[src/rtl/muldiv_unit.sv]
// muldiv_unit: iterative RV32M multiply/divide unit.
// Shift-add multiply and restoring divide on operand magnitudes, one bit per
// cycle, followed by a sign/override fix-up cycle and a registered result cycle.
module muldiv_unit #(
    parameter int DATA_WIDTH = 32
) (
    input  logic                  clk,
    input  logic                  rst_n,
    input  logic                  start_i,
    input  logic [2:0]            op_i,
    input  logic [DATA_WIDTH-1:0] rs1_data_i,
    input  logic [DATA_WIDTH-1:0] rs2_data_i,
    input  logic                  flush_i,
    output logic                  busy_o,
    output logic                  done_o,
    output logic [DATA_WIDTH-1:0] result_o
);
    localparam int W  = DATA_WIDTH;
    localparam int CW = $clog2(W + 1);
    localparam logic [W-1:0] MOST_NEG = {1'b1, {(W-1){1'b0}}};

    typedef enum logic [1:0] {S_IDLE, S_CALC, S_FIX, S_DONE} state_t;

    state_t          r_state, w_next;
    logic [CW-1:0]   r_cnt;
    logic [2:0]      r_op;
    logic [W-1:0]    r_hi, r_lo, r_b, r_rs1, r_res;
    logic            r_neg_res, r_neg_rem, r_div0, r_ovf, r_done;

    // Operand decode at the accepting edge
    logic            w_accept, w_a_signed, w_b_signed, w_a_neg, w_b_neg;
    logic [W-1:0]    w_a_mag, w_b_mag;

    assign w_accept   = (r_state == S_IDLE) && start_i && !flush_i;
    assign w_a_signed = op_i[2] ? !op_i[0] : (op_i[1:0] == 2'b01 || op_i[1:0] == 2'b10);
    assign w_b_signed = op_i[2] ? !op_i[0] : (op_i[1:0] == 2'b01);
    assign w_a_neg    = w_a_signed && rs1_data_i[W-1];
    assign w_b_neg    = w_b_signed && rs2_data_i[W-1];
    assign w_a_mag    = w_a_neg ? (~rs1_data_i + 1'b1) : rs1_data_i;
    assign w_b_mag    = w_b_neg ? (~rs2_data_i + 1'b1) : rs2_data_i;

    // Iteration step: multiply adds the multiplicand into the high half and
    // shifts right; divide shifts the remainder left and trial-subtracts.
    logic [W:0]      w_sum, w_rsh;
    logic [W-1:0]    w_diff;
    logic            w_ge;

    assign w_sum  = {1'b0, r_hi} + (r_lo[0] ? {1'b0, r_b} : {(W+1){1'b0}});
    assign w_rsh  = {r_hi, r_lo[W-1]};
    assign w_ge   = (w_rsh >= {1'b0, r_b});
    // Remainder after a successful subtract is below the divisor, so W bits suffice
    assign w_diff = w_rsh[W-1:0] - r_b;

    // Fix-up: sign correction and the zero-divisor / overflow overrides
    logic [2*W-1:0]  w_prod, w_prod_s;
    logic [W-1:0]    w_quo_s, w_rem_s, w_fix;

    assign w_prod   = {r_hi, r_lo};
    assign w_prod_s = r_neg_res ? (~w_prod + 1'b1) : w_prod;
    assign w_quo_s  = r_neg_res ? (~r_lo + 1'b1) : r_lo;
    assign w_rem_s  = r_neg_rem ? (~r_hi + 1'b1) : r_hi;

    // Result selection for the fix-up cycle
    always_comb begin
        w_fix = '0;
        if (!r_op[2]) begin
            w_fix = (r_op[1:0] == 2'b00) ? w_prod_s[W-1:0] : w_prod_s[2*W-1:W];
        end else if (!r_op[1]) begin
            if (r_div0)     w_fix = '1;
            else if (r_ovf) w_fix = MOST_NEG;
            else            w_fix = w_quo_s;
        end else begin
            if (r_div0)     w_fix = r_rs1;
            else if (r_ovf) w_fix = '0;
            else            w_fix = w_rem_s;
        end
    end

    // State register
    always_ff @(posedge clk) begin
        if (!rst_n) r_state <= S_IDLE;
        else        r_state <= w_next;
    end

    // Next-state logic; flush returns to idle from any active state
    always_comb begin
        w_next = r_state;
        case (r_state)
            S_IDLE: if (w_accept) w_next = S_CALC;
            S_CALC: if (flush_i) w_next = S_IDLE;
                    else if (r_cnt == CW'(1)) w_next = S_FIX;
            S_FIX:  w_next = flush_i ? S_IDLE : S_DONE;
            S_DONE: w_next = S_IDLE;
            default: w_next = S_IDLE;
        endcase
    end

    // Operand capture, iteration datapath, fix-up and result registers
    always_ff @(posedge clk) begin
        if (!rst_n) begin
            r_cnt     <= '0;
            r_op      <= '0;
            r_hi      <= '0;
            r_lo      <= '0;
            r_b       <= '0;
            r_rs1     <= '0;
            r_res     <= '0;
            r_neg_res <= 1'b0;
            r_neg_rem <= 1'b0;
            r_div0    <= 1'b0;
            r_ovf     <= 1'b0;
            r_done    <= 1'b0;
            result_o  <= '0;
        end else begin
            r_done <= 1'b0;
            case (r_state)
                S_IDLE: if (w_accept) begin
                    r_cnt     <= CW'(W);
                    r_op      <= op_i;
                    r_hi      <= '0;
                    // Divide: lo holds the dividend, b the divisor.
                    // Multiply: lo holds the multiplier, b the multiplicand.
                    r_lo      <= op_i[2] ? w_a_mag : w_b_mag;
                    r_b       <= op_i[2] ? w_b_mag : w_a_mag;
                    r_rs1     <= rs1_data_i;
                    r_neg_res <= w_a_neg ^ w_b_neg;
                    r_neg_rem <= w_a_neg;
                    r_div0    <= op_i[2] && (rs2_data_i == '0);
                    r_ovf     <= op_i[2] && !op_i[0] &&
                                 (rs1_data_i == MOST_NEG) && (rs2_data_i == '1);
                end
                S_CALC: begin
                    r_cnt <= r_cnt - 1'b1;
                    if (!r_op[2]) begin
                        r_hi <= w_sum[W:1];
                        r_lo <= {w_sum[0], r_lo[W-1:1]};
                    end else begin
                        r_hi <= w_ge ? w_diff : w_rsh[W-1:0];
                        r_lo <= {r_lo[W-2:0], w_ge};
                    end
                end
                S_FIX:  r_res <= w_fix;
                S_DONE: if (!flush_i) begin
                    result_o <= r_res;
                    r_done   <= 1'b1;
                end
                default: ;
            endcase
        end
    end

    assign busy_o = (r_state != S_IDLE);
    assign done_o = r_done;

endmodule

[config.mk]
export PLATFORM = sky130hd
export DESIGN_NAME = muldiv_unit
export DESIGN_NICKNAME = d
export VERILOG_FILES = /design/src/rtl/muldiv_unit.sv
export SDC_FILE = /design/constraint.sdc
export NUM_CORES = 1
export LEC_CHECK = 0
export ABC_AREA = 1
export ABC_CLOCK_PERIOD_IN_PS = 5000
export BUFFER_PORTS_ARGS = -buffer_cell sky130_fd_sc_hd__clkbuf_2
export CAP_MARGIN = 20
export CELL_PAD_IN_SITES_DETAIL_PLACEMENT = 1
export CELL_PAD_IN_SITES_GLOBAL_PLACEMENT = 2
export CORE_MARGIN = 5
export CORE_UTILIZATION = 36
export CTS_BUF_LIST = sky130_fd_sc_hd__clkbuf_4
export DETAILED_ROUTE_END_ITERATION = 10
export PLACE_DENSITY = 0.95
export SYNTH_ARGS = -nofsm -noshare
export SYNTH_HDL_FRONTEND = slang
export SYNTH_SLANG_ARGS = --single-unit
[constraint.sdc]
create_clock -name clk -period 5 [get_ports clk]
set_clock_uncertainty 0.15 [all_clocks]
set_input_delay 0.5 -clock clk [delete_from_list [all_inputs] [get_ports clk]]
set_output_delay 0.5 -clock clk [all_outputs]
set_load 0.1 [all_outputs]
[Word-level counts from Yosys, hierarchy flattened]
Cells that the tools add are included.
Word-level totals
  input port bits: 71
  memories kept: 0
  bits in latches: 0
  bits in registers: 208
  output and inout port bits: 34
  memory bits (writable): 0
  memory bits (read-only): 0
Cells by class
  divide/modulo/power cells: 0
  muxes and demuxes: 32
  equality and inequality tests: 10
  $mul: 0
  bitwise logic cells: 7
  shift-type cells: 0
  reduce and logical (&&, ||, !) cells: 21
  add/subtract/negate cells: 8
  magnitude comparators: 1
Operators by type and width (count)
  $mux 32: 19
  $add 32x1->32 const B: 4
  $not 32->32: 4
  $pmux 32 s2: 2
  $add 64x1->64 const B: 1
  $eq 32x32->1 const B: 2
  $mux 64: 1
  $not 64->64: 1
  $add 32x32->33: 1
  $ge 33x32->1: 1
  $logic_not 32->1: 1
  $sub 32x32->32: 1
  $pmux 6 s2: 1
  $reduce_and 2->1: 5
  $logic_and 1x1->1: 8
  $mux 2: 4
  $pmux 2 s4: 1
  $eq 2x2->1 const B: 3
  $eq 6x1->1 const B: 1
  $mux 6: 1
  $sub 6x1->6 const B: 1
  $eq 2x1->1 const B: 2
  $logic_not 2->1: 2
  $reduce_bool 2->1: 2
  other kinds (7): 10

[Longest topological paths before layout]
Gate-level depths: netlist of the first run.
  depth after elaboration: 8
  depth in mapped cells: 20
  gate-level depth less buffers: 18

[Worst setup path before layout of the first run]
Ideal clock, no wire load.
  path type: register to register
  from: reg r_lo[0]
  to: reg r_hi[21]
  clock period less this slack: 2.706 ns
  cell stages (with the launch flop): 20
  path buffers: 2
  path slack: 2.294 ns
  arrival: 2.424 ns
  setup time: 0.132 ns
  cell sequence: dfxtp_1 -> buf_2 -> buf_1 -> nand2_1 -> inv_1 -> ha_1 -> inv_1 -> fa_1 -> o21ai_0 -> nand2_1 -> nand2_1 -> nand2_1 -> nand2_1 -> nand2_1 -> nand3_1 -> nand3_1 -> nand2_1 -> inv_1 -> nand2_1 -> a21oi_1
Between the ends
  longest elaborated chain between the ends: 4
Ends and longest elaborated chain
  from (decl): line 27  | logic [W-1:0] r_hi, r_lo, r_b, r_rs1, r_res;
  from (signal assigned): line 123  | r_lo <= op_i[2] ? w_a_mag : w_b_mag;
  from (signal assigned): line 136  | r_lo <= {w_sum[0], r_lo[W-1:1]};
  from (signal assigned): line 139  | r_lo <= {r_lo[W-2:0], w_ge};
  $mux 32: line 48  | assign w_sum = {1'b0, r_hi} + (r_lo[0] ? {1'b0, r_b} : {(W+1){1'b0}});
  $add 32x32->33: line 48
  $mux 32: line 134  | if (!r_op[2]) begin
  $pmux 32 s2: line 116  | case (r_state)
  to (signal assigned): line 135  | r_hi <= w_sum[W:1];
  to (signal assigned): line 138  | r_hi <= w_ge ? w_diff : w_rsh[W-1:0];
  to (decl): line 27
No other way between the ends.
A chain may end at the register's enable or synchronous reset.

[Worst setup path after layout of the first run]
  from: reg r_hi[21]
  to: reg r_hi[19]
Between the ends
  longest elaborated chain between the ends: 4
Ends and longest elaborated chain
  $ge 33x32->1: line 50  | assign w_ge = (w_rsh >= {1'b0, r_b});
  $mux 32: line 138
  $mux 32: line 134
  $pmux 32 s2: line 116
No other way between the ends.

==> results of run 1 <==
## flip-flops by register name, indices dropped and copies added, names as in the netlist
register,flops
r_res,32
r_hi,32
r_neg_res,1
r_op,3
r_rs1,32
done_o,1
r_cnt,6
r_b,32
result_o,32
r_state,2
r_neg_rem,1
r_div0,1
r_ovf,1
r_lo,32
## cell type report
class,count,area share [%]
Inverter,479,7.949
Tap cell,756,4.182
Multi-Input combinational cell,2767,60.43
Clock inverter,22,0.5477
Antenna cell,1,0.01106
Timing Repair Buffer,187,5.532
Sequential cell,208,18.43
Clock buffer,88,2.921
## cell usage in the layout (no fill, tap or decap), types with 15 or more instances in the layout
cell,synthesis,final
nor3_1,19,19
clkbuf_2,0,103
nand4_1,57,57
inv_1,461,458
a31oi_1,18,18
o21ai_0,285,285
nand3_1,359,359
dfxtp_1,208,206
buf_4,6,42
nor2_2,19,20
xor2_1,69,69
nand2_2,18,18
o211ai_1,36,36
dlygate4sd3_1,0,42
clkinv_1,7,21
nand3b_1,15,15
a21oi_1,297,297
clkbuf_4,0,88
nand2_1,985,985
o21ai_1,19,19
nor2_1,386,384
ha_1,72,72
## final timing paths
| path | to | cells after the start |
|---|---|---|
| hold / removal | r_b[19] | 5 |
| hold reg to reg | r_res[29] | 2 |
| setup reg to reg | r_hi[19] | 14 |
| setup / recovery | r_hi[19] | 14 |
## kinds of logic after synthesis
| kind of cell | share of synthesized area [%] |
|---|---|
| fa+ha+maj | 4.636 |
| xor+xnor | 3.193 |
| buf+inv | 12.20 |
| flops | 20.52 |
| compound gates | 18.65 |
| simple gates | 40.81 |
## cells in the mapped netlist, drive strengths merged, types with 3 or more instances
cell    count
a211oi      3
a21o        4
a21oi     298
a31oi      18
buf        56
clkbuf    100
clkinv      7
dfxtp     208
ha         72
inv       472
nand2    1004
nand3     366
nand3b     15
nand4      59
nor2      418
nor3       25
nor4        5
o211ai     36
o21a        6
o21ai     308
o21bai      8
o221ai     10
o22ai       5
or2        17
xnor2       5
xor2       69
## per-layer routing
metal	global-route usage, %	vias up
met5	0	-
li1	-	11930
met4	15.62	8
met1	44.51	12180
met2	50.66	1183
met3	6.612	277
## tightest hold or removal path, delay by kind of cell
kind	cells	cell delay [ns]
AOI/OAI and AO/OA	1	0.17
and+or+nand+nor	1	0.06
xor gates and xnor gates	1	0.14
buffers and inverters	2	0.18
## power groups by stage
stage / sequential [mW] / combinational [mW] / clock, mW
2_1_floorplan: 1.84 / 1.66 / 0
3_3_place_gp: 1.91 / 2.40 / 0
3_5_place_dp: 1.91 / 2.42 / 0
4_1_cts: 1.88 / 2.46 / 1.77
5_1_grt: 1.89 / 2.75 / 1.87
6_report: 1.88 / 2.55 / 1.73
==> flow_metrics.env, run 1 <==
export IMPL_status="finished clean"
export IMPL_clock_sinks=208
export IMPL_grt_setup_unrepaired="no"
export IMPL_critPathMaxFanout=34
export IMPL_wire_length_of_the_first_global_routing_pass_um=155000
export IMPL_tightest_slew_ns=0.9700
export IMPL_drc=0
export IMPL_final_period_minus_worst_setup_slack_ns=3.474
export IMPL_ys_async_sr_fraction_pct=0
export IMPL_crit_path_top_delay_cell="dfxtp_1"
export IMPL_final_critical_path_setup_slack_ns=1.526
export IMPL_maxClockFrequency_mhz=287.8
export IMPL_clkSlewWorstSetupHoldPaths_ns=0.07
export IMPL_report_final_setup_viol=0
export IMPL_yosys_cell_types_count=57
export IMPL_cts_htree_levels=2
export IMPL_ctsRootBufferMaster="clkbuf_4"
export IMPL_synth_top_cells_by_area="dfxtp_1 21%, nand2_1 18%, nand3_1 8.9%, inv_1 8.5%, a21oi_1 7.3%"
export IMPL_multiInputGateArea_mm2=0.01367
export IMPL_avgSynthCellArea_um2=5.622
export IMPL_finalWeightedCongestion=1.046
export IMPL_report_power_total_mw=6.164
export IMPL_cp_common_cell="nor2_1"
export IMPL_hpwl_um=80890
export IMPL_placementRows=87
export IMPL_power_density_relative_to_cell_area_mw_per_mm2=272.5
export IMPL_placedInstanceArea_mm2=0.02141
export IMPL_drtPass1Iterations=6
export IMPL_period_share_pct=69.49
export IMPL_synth_net_count=3755
export IMPL_wl_um=103900
export IMPL_quantity_of_gates_resized_following_cts=0
export IMPL_final_core_area_utilization_pct=40.27
export IMPL_global_route_usage_total_pct=33.01
export IMPL_ys_ff_latch=208
export IMPL_gr_total_overflow=0
export IMPL_max_cap_violations=0
export IMPL_setup_worst_path_start_class="flip-flop"
export IMPL_total_routed_wire_length_on_the_met1_layer_um=44620
export IMPL_die_height_um=247.4
export IMPL_critPathCaptureType="flip-flop"
export IMPL_slew_headroom_pct=34.93
export IMPL_share_of_post_route_cells_with_drive_strength_above_1_pct=9.198
export IMPL_first_global_vias=24710
export IMPL_final_design_area_no_fill_mm2=0.02262
export IMPL_worstPathCellList="ha_1 -> a21oi_1 -> o21bai_1 -> a21oi_2 -> nor2_1 -> nor2_4 -> buf_4 -> nand2_8 -> nor2_1 -> nand2_1 -> nand2_1 -> nor2_1 -> nor2_1 -> nor2_1"
export IMPL_dp_worst_setup_slack_ns=1.631
export IMPL_clk_path_buf_depth=3
export IMPL_avgViaCountPerCell=5.675
export IMPL_fillerInstances=7979
export IMPL_cts_tree="yes"
export IMPL_critical_path_reg2reg_startpoint="r_hi[21]"
export IMPL_synth_enable_flop_cells=0
export IMPL_route_met3_wl_um=8959
export IMPL_fin_cells=4508
export IMPL_clock_latency_ns=0.85
export IMPL_path_buf_inv=1
export IMPL_die_width_um=247.4
export IMPL_post_synth_inst_count=3610
export IMPL_detail_route_wl_per_cell_um=23.05
export IMPL_core_region_area_mm2=0.05617
export IMPL_die_area_mm2=0.06123
export IMPL_place_detailed_instances=4355
export IMPL_min_delay_start="rs2_data_i[19]"
export IMPL_layout_nets=3849
export IMPL_timing_hold_worst_class="in2reg"
export IMPL_port_buffers=104
export IMPL_boundaryPins=105
export IMPL_cts_setup_buffers=0
export IMPL_synth_top_cell_by_area="dfxtp_1"
export IMPL_worstPathRequired_ns=5.56
export IMPL_routed_wl_met2_um=44300
export IMPL_cts_inserted_buffers=61
export IMPL_vias=25580
export IMPL_yosys_most_used_dff="dfxtp_1"
export IMPL_area_growth_pct=11.43
export IMPL_worst_path_largest_cell_delay_ns=0.77
export IMPL_intPower_mw=3.299
export IMPL_hold_viol_final=0
export IMPL_pwr_share_seq_pct=30.6
export IMPL_yosysWarnings=0
export IMPL_switching_share_pct=46.48
export IMPL_combPwrFrac_pct=41.4
export IMPL_grt_max_degree=85
export IMPL_sequential_cell_area_mm2=0.004169
export IMPL_final_hold_worst_slack_ns=0.09527
export IMPL_final_max_slew_violation_count=0
export IMPL_seq_area_frac_synth_pct=20.52
export IMPL_cell_area_after_synthesis_mm2=0.02030
export IMPL_total_leakage_power_nw=11.25
export IMPL_clock_power_share_pct=28.1
export IMPL_highest_layer="met5"
export IMPL_ff2ff_setup_slack_ns=1.53
export IMPL_hold_buffers=42
export IMPL_critPathArrivalTime_ns=4.03
export IMPL_antenna_found_initial=5
export IMPL_final_antenna_violating_net_count=0
export IMPL_net_switching_power_mw=2.865
export IMPL_cp_startpoint="r_hi[21]"
export IMPL_floorplan_initialDensity_pct=36.14
export IMPL_area_share_of_the_leading_cell_type_in_the_synthesized_netlist_pct=20.52
export IMPL_fin_tns_setup_ns=0
export IMPL_timing_critical_path_max_delay_family="simple AND/OR/NAND/NOR gates"
export IMPL_criticalPathCategory="reg2reg"
export IMPL_initialDrtViolationCount=2698
export IMPL_power_ir_vdd_worst_v=0.0002011
No activity file was read; power rests on OpenSTA's default activity.
==> inputs of run 2 (changes only) <==
--- a/config.mk
+++ b/config.mk
@@ -6,16 +6,16 @@
 export NUM_CORES = 1
 export LEC_CHECK = 0
 export ABC_AREA = 1
-export ABC_CLOCK_PERIOD_IN_PS = 5000
+export ABC_CLOCK_PERIOD_IN_PS = 3400
 export BUFFER_PORTS_ARGS = -buffer_cell sky130_fd_sc_hd__clkbuf_2
 export CAP_MARGIN = 20
 export CELL_PAD_IN_SITES_DETAIL_PLACEMENT = 1
 export CELL_PAD_IN_SITES_GLOBAL_PLACEMENT = 2
 export CORE_MARGIN = 5
-export CORE_UTILIZATION = 36
+export CORE_UTILIZATION = 34
 export CTS_BUF_LIST = sky130_fd_sc_hd__clkbuf_4
 export DETAILED_ROUTE_END_ITERATION = 10
-export PLACE_DENSITY = 0.95
+export PLACE_DENSITY = 0.92
 export SYNTH_ARGS = -nofsm -noshare
 export SYNTH_HDL_FRONTEND = slang
 export SYNTH_SLANG_ARGS = --single-unit
==> constraint.sdc (replaced) <==
create_clock -name clk -period 3.4 [get_ports clk]
set_clock_uncertainty 0.15 [all_clocks]
set_input_delay 0.34 -clock clk [delete_from_list [all_inputs] [get_ports clk]]
set_output_delay 0.34 -clock clk [all_outputs]
set_load 0.1 [all_outputs]
==> run 2 against run 1 <==
Power increased by 48%. Via count increased by 0.44%. Sequential power increased by 46%. Clock power increased by 41%. First-iteration DRC count decreased by 8.4%. Cell count increased by 2.4%. Largest cell class unchanged.
==> flow_metrics.env, run 2 (same netlist as run 1, synthesis figures left out) <==
export IMPL_status="finished clean"
export IMPL_cts_inserted_buffers=60
export IMPL_slew_headroom_pct=35.27
export IMPL_vias=25700
export IMPL_combPwrFrac_pct=43.2
export IMPL_boundaryPins=105
export IMPL_cp_common_cell="dlygate4sd3_1"
export IMPL_core_region_area_mm2=0.05913
export IMPL_layout_cells_most_common="nand2_1"
export IMPL_final_antenna_violating_net_count=0
export IMPL_critPathMaxFanout=3
export IMPL_pwr_share_seq_pct=30.0
export IMPL_area_growth_pct=15.86
export IMPL_hold_buffers=92
export IMPL_final_max_slew_violation_count=0
export IMPL_total_leakage_power_nw=11.72
export IMPL_path_buf_inv=5
export IMPL_hpwl_um=81270
export IMPL_timing_critical_path_max_delay_family="buffers and inverters"
export IMPL_net_switching_power_mw=4.178
export IMPL_criticalPathCategory="in2reg"
export IMPL_cts_tree="yes"
export IMPL_finalWeightedCongestion=1.046
export IMPL_floorplan_initialDensity_pct=34.33
export IMPL_power_ir_vdd_worst_v=0.0002872
export IMPL_die_width_um=254.3
export IMPL_hold_viol_final=0
export IMPL_crit_path_top_delay_cell="dlygate4sd3_1"
export IMPL_power_density_relative_to_cell_area_mw_per_mm2=387.8
export IMPL_maxClockFrequency_mhz=315.4
export IMPL_final_core_area_utilization_pct=39.77
export IMPL_quantity_of_gates_resized_following_cts=0
export IMPL_final_cell_mix="985 x nand2_1, 458 x inv_1, 384 x nor2_1, 359 x nand3_1, 297 x a21oi_1"
export IMPL_report_final_setup_viol=0
export IMPL_global_route_usage_total_pct=31.15
export IMPL_clk_path_buf_depth=3
export IMPL_setup_worst_path_start_class="input port"
export IMPL_period_share_pct=93.24
export IMPL_cts_setup_buffers=0
export IMPL_drc=0
export IMPL_fin_tns_setup_ns=0
export IMPL_gr_usage_met3_pct=4.956
export IMPL_worst_path_largest_cell_delay_ns=0.64
export IMPL_clock_latency_ns=0.85
export IMPL_die_area_mm2=0.06468
export IMPL_intPower_mw=4.943
export IMPL_ctsRootBufferMaster="clkbuf_4"
export IMPL_port_buffers=104
export IMPL_critPathCaptureType="flip-flop"
export IMPL_grt_setup_unrepaired="no"
export IMPL_critical_path_reg2reg_startpoint="r_state[0]"
export IMPL_avgViaCountPerCell=5.566
export IMPL_first_global_vias=24920
export IMPL_ff2ff_setup_slack_ns=0.35
export IMPL_switching_share_pct=45.80
export IMPL_final_period_minus_worst_setup_slack_ns=3.170
export IMPL_clock_sinks=208
export IMPL_max_cap_violations=0
export IMPL_antenna_found_initial=5
export IMPL_wl_um=103800
export IMPL_timing_hold_worst_class="in2reg"
export IMPL_tightest_slew_ns=0.9709
export IMPL_top_usage_layer="met2"
export IMPL_critPathArrivalTime_ns=3.75
export IMPL_gr_total_overflow=0
export IMPL_wire_length_of_the_first_global_routing_pass_um=154700
export IMPL_grt_max_degree=85
export IMPL_cts_htree_levels=2
export IMPL_min_delay_start="rs2_data_i[9]"
export IMPL_worstPathRequired_ns=3.98
export IMPL_placementRows=89
export IMPL_worstPathCellList="dlygate4sd3_1 -> clkbuf_2 -> ha_1 -> nand3_1 -> dlygate4sd3_1 -> nor4_1 -> dlygate4sd3_1 -> nand4_1 -> dlygate4sd3_1 -> a21oi_1"
export IMPL_layout_nets=3944
export IMPL_cp_startpoint="rs2_data_i[0]"
export IMPL_share_of_post_route_cells_with_drive_strength_above_1_pct=10.10
export IMPL_detail_route_wl_per_cell_um=22.48
export IMPL_clock_power_share_pct=26.8
export IMPL_initialDrtViolationCount=2472
export IMPL_drtPass1Iterations=5
export IMPL_die_height_um=254.3
export IMPL_global_route_usage_met2_pct=47.63
export IMPL_clkSlewWorstSetupHoldPaths_ns=0.07
export IMPL_groute_layer_met1_usage_pct=43.13
[run 2: cell count changes in the layout (fill, tap and decap cells not counted), sizes merged]
cell	previous run	this run
clkinv	27	23
clkbuf	191	189
buf	42	88
inv	473	472
diode	1	4
dlygate4sd3	42	92
[run 2: worst paths after layout]
path	depth (start not counted)	endpoint
max reg2reg	9	r_div0
max	10	r_ovf
min	6	r_b[9]
min reg2reg	2	r_res[30]
[run 2: power by group through the flow]
stage	sequential [mW]	clock, mW	combinational [mW]
after floorplan	2.71	0	2.44
after global placement	2.78	0	3.67
after detailed placement	2.78	0	3.71
after CTS	2.73	2.50	3.82
after global routing	2.75	2.62	4.23
final	2.74	2.44	3.94
[run 2: cell type report]
class | instances | area [µm²]
inverters | 479 | 1798
repair buffers | 283 | 2147
fillers | 8256 | 35610
clock buffers | 86 | 645.6
diodes | 4 | 10.01
well taps | 773 | 967.2
multi-input cells | 2767 | 13670
flip-flops and latches | 208 | 4169
clock inverters | 17 | 112.6
[run 2: worst register-to-register path: cells and delay by family (launching register included)]
kind,cells,cell delay [ns]
flip-flops,1,0.37
AND/OR/NAND/NOR,5,1.08
buffers and inverters,3,1.14
AO/OA/AOI/OAI,1,0.15
[run 2: per-stage QoR]
stage | cells | area [µm²] | total power, mW | hold WS (ns) | setup WS (ns)
after detailed placement | 4418 | 21830 | 6.492 | 0.3135 | 0.5249
after CTS | 4613 | 23510 | 9.042 | 0.04024 | 0.4133
after global placement | 4418 | 21830 | 6.446 | 0.3052 | 0.5475
after global routing | 4615 | 23510 | 9.593 | 0.07824 | 0.1434
final | 4617 | 23520 | 9.121 | 0.1183 | 0.2299
after floorplan | 3610 | 20300 | 5.150 | 0.2791 | 0.6941
[run 2: routing by layer]
metal / up-vias / wire length (µm)
met1: 12170 / 45010
li1: 12120 / -
met4: 2 / 5880
met5: - / 13
met3: 230 / 8661
met2: 1178 / 44220
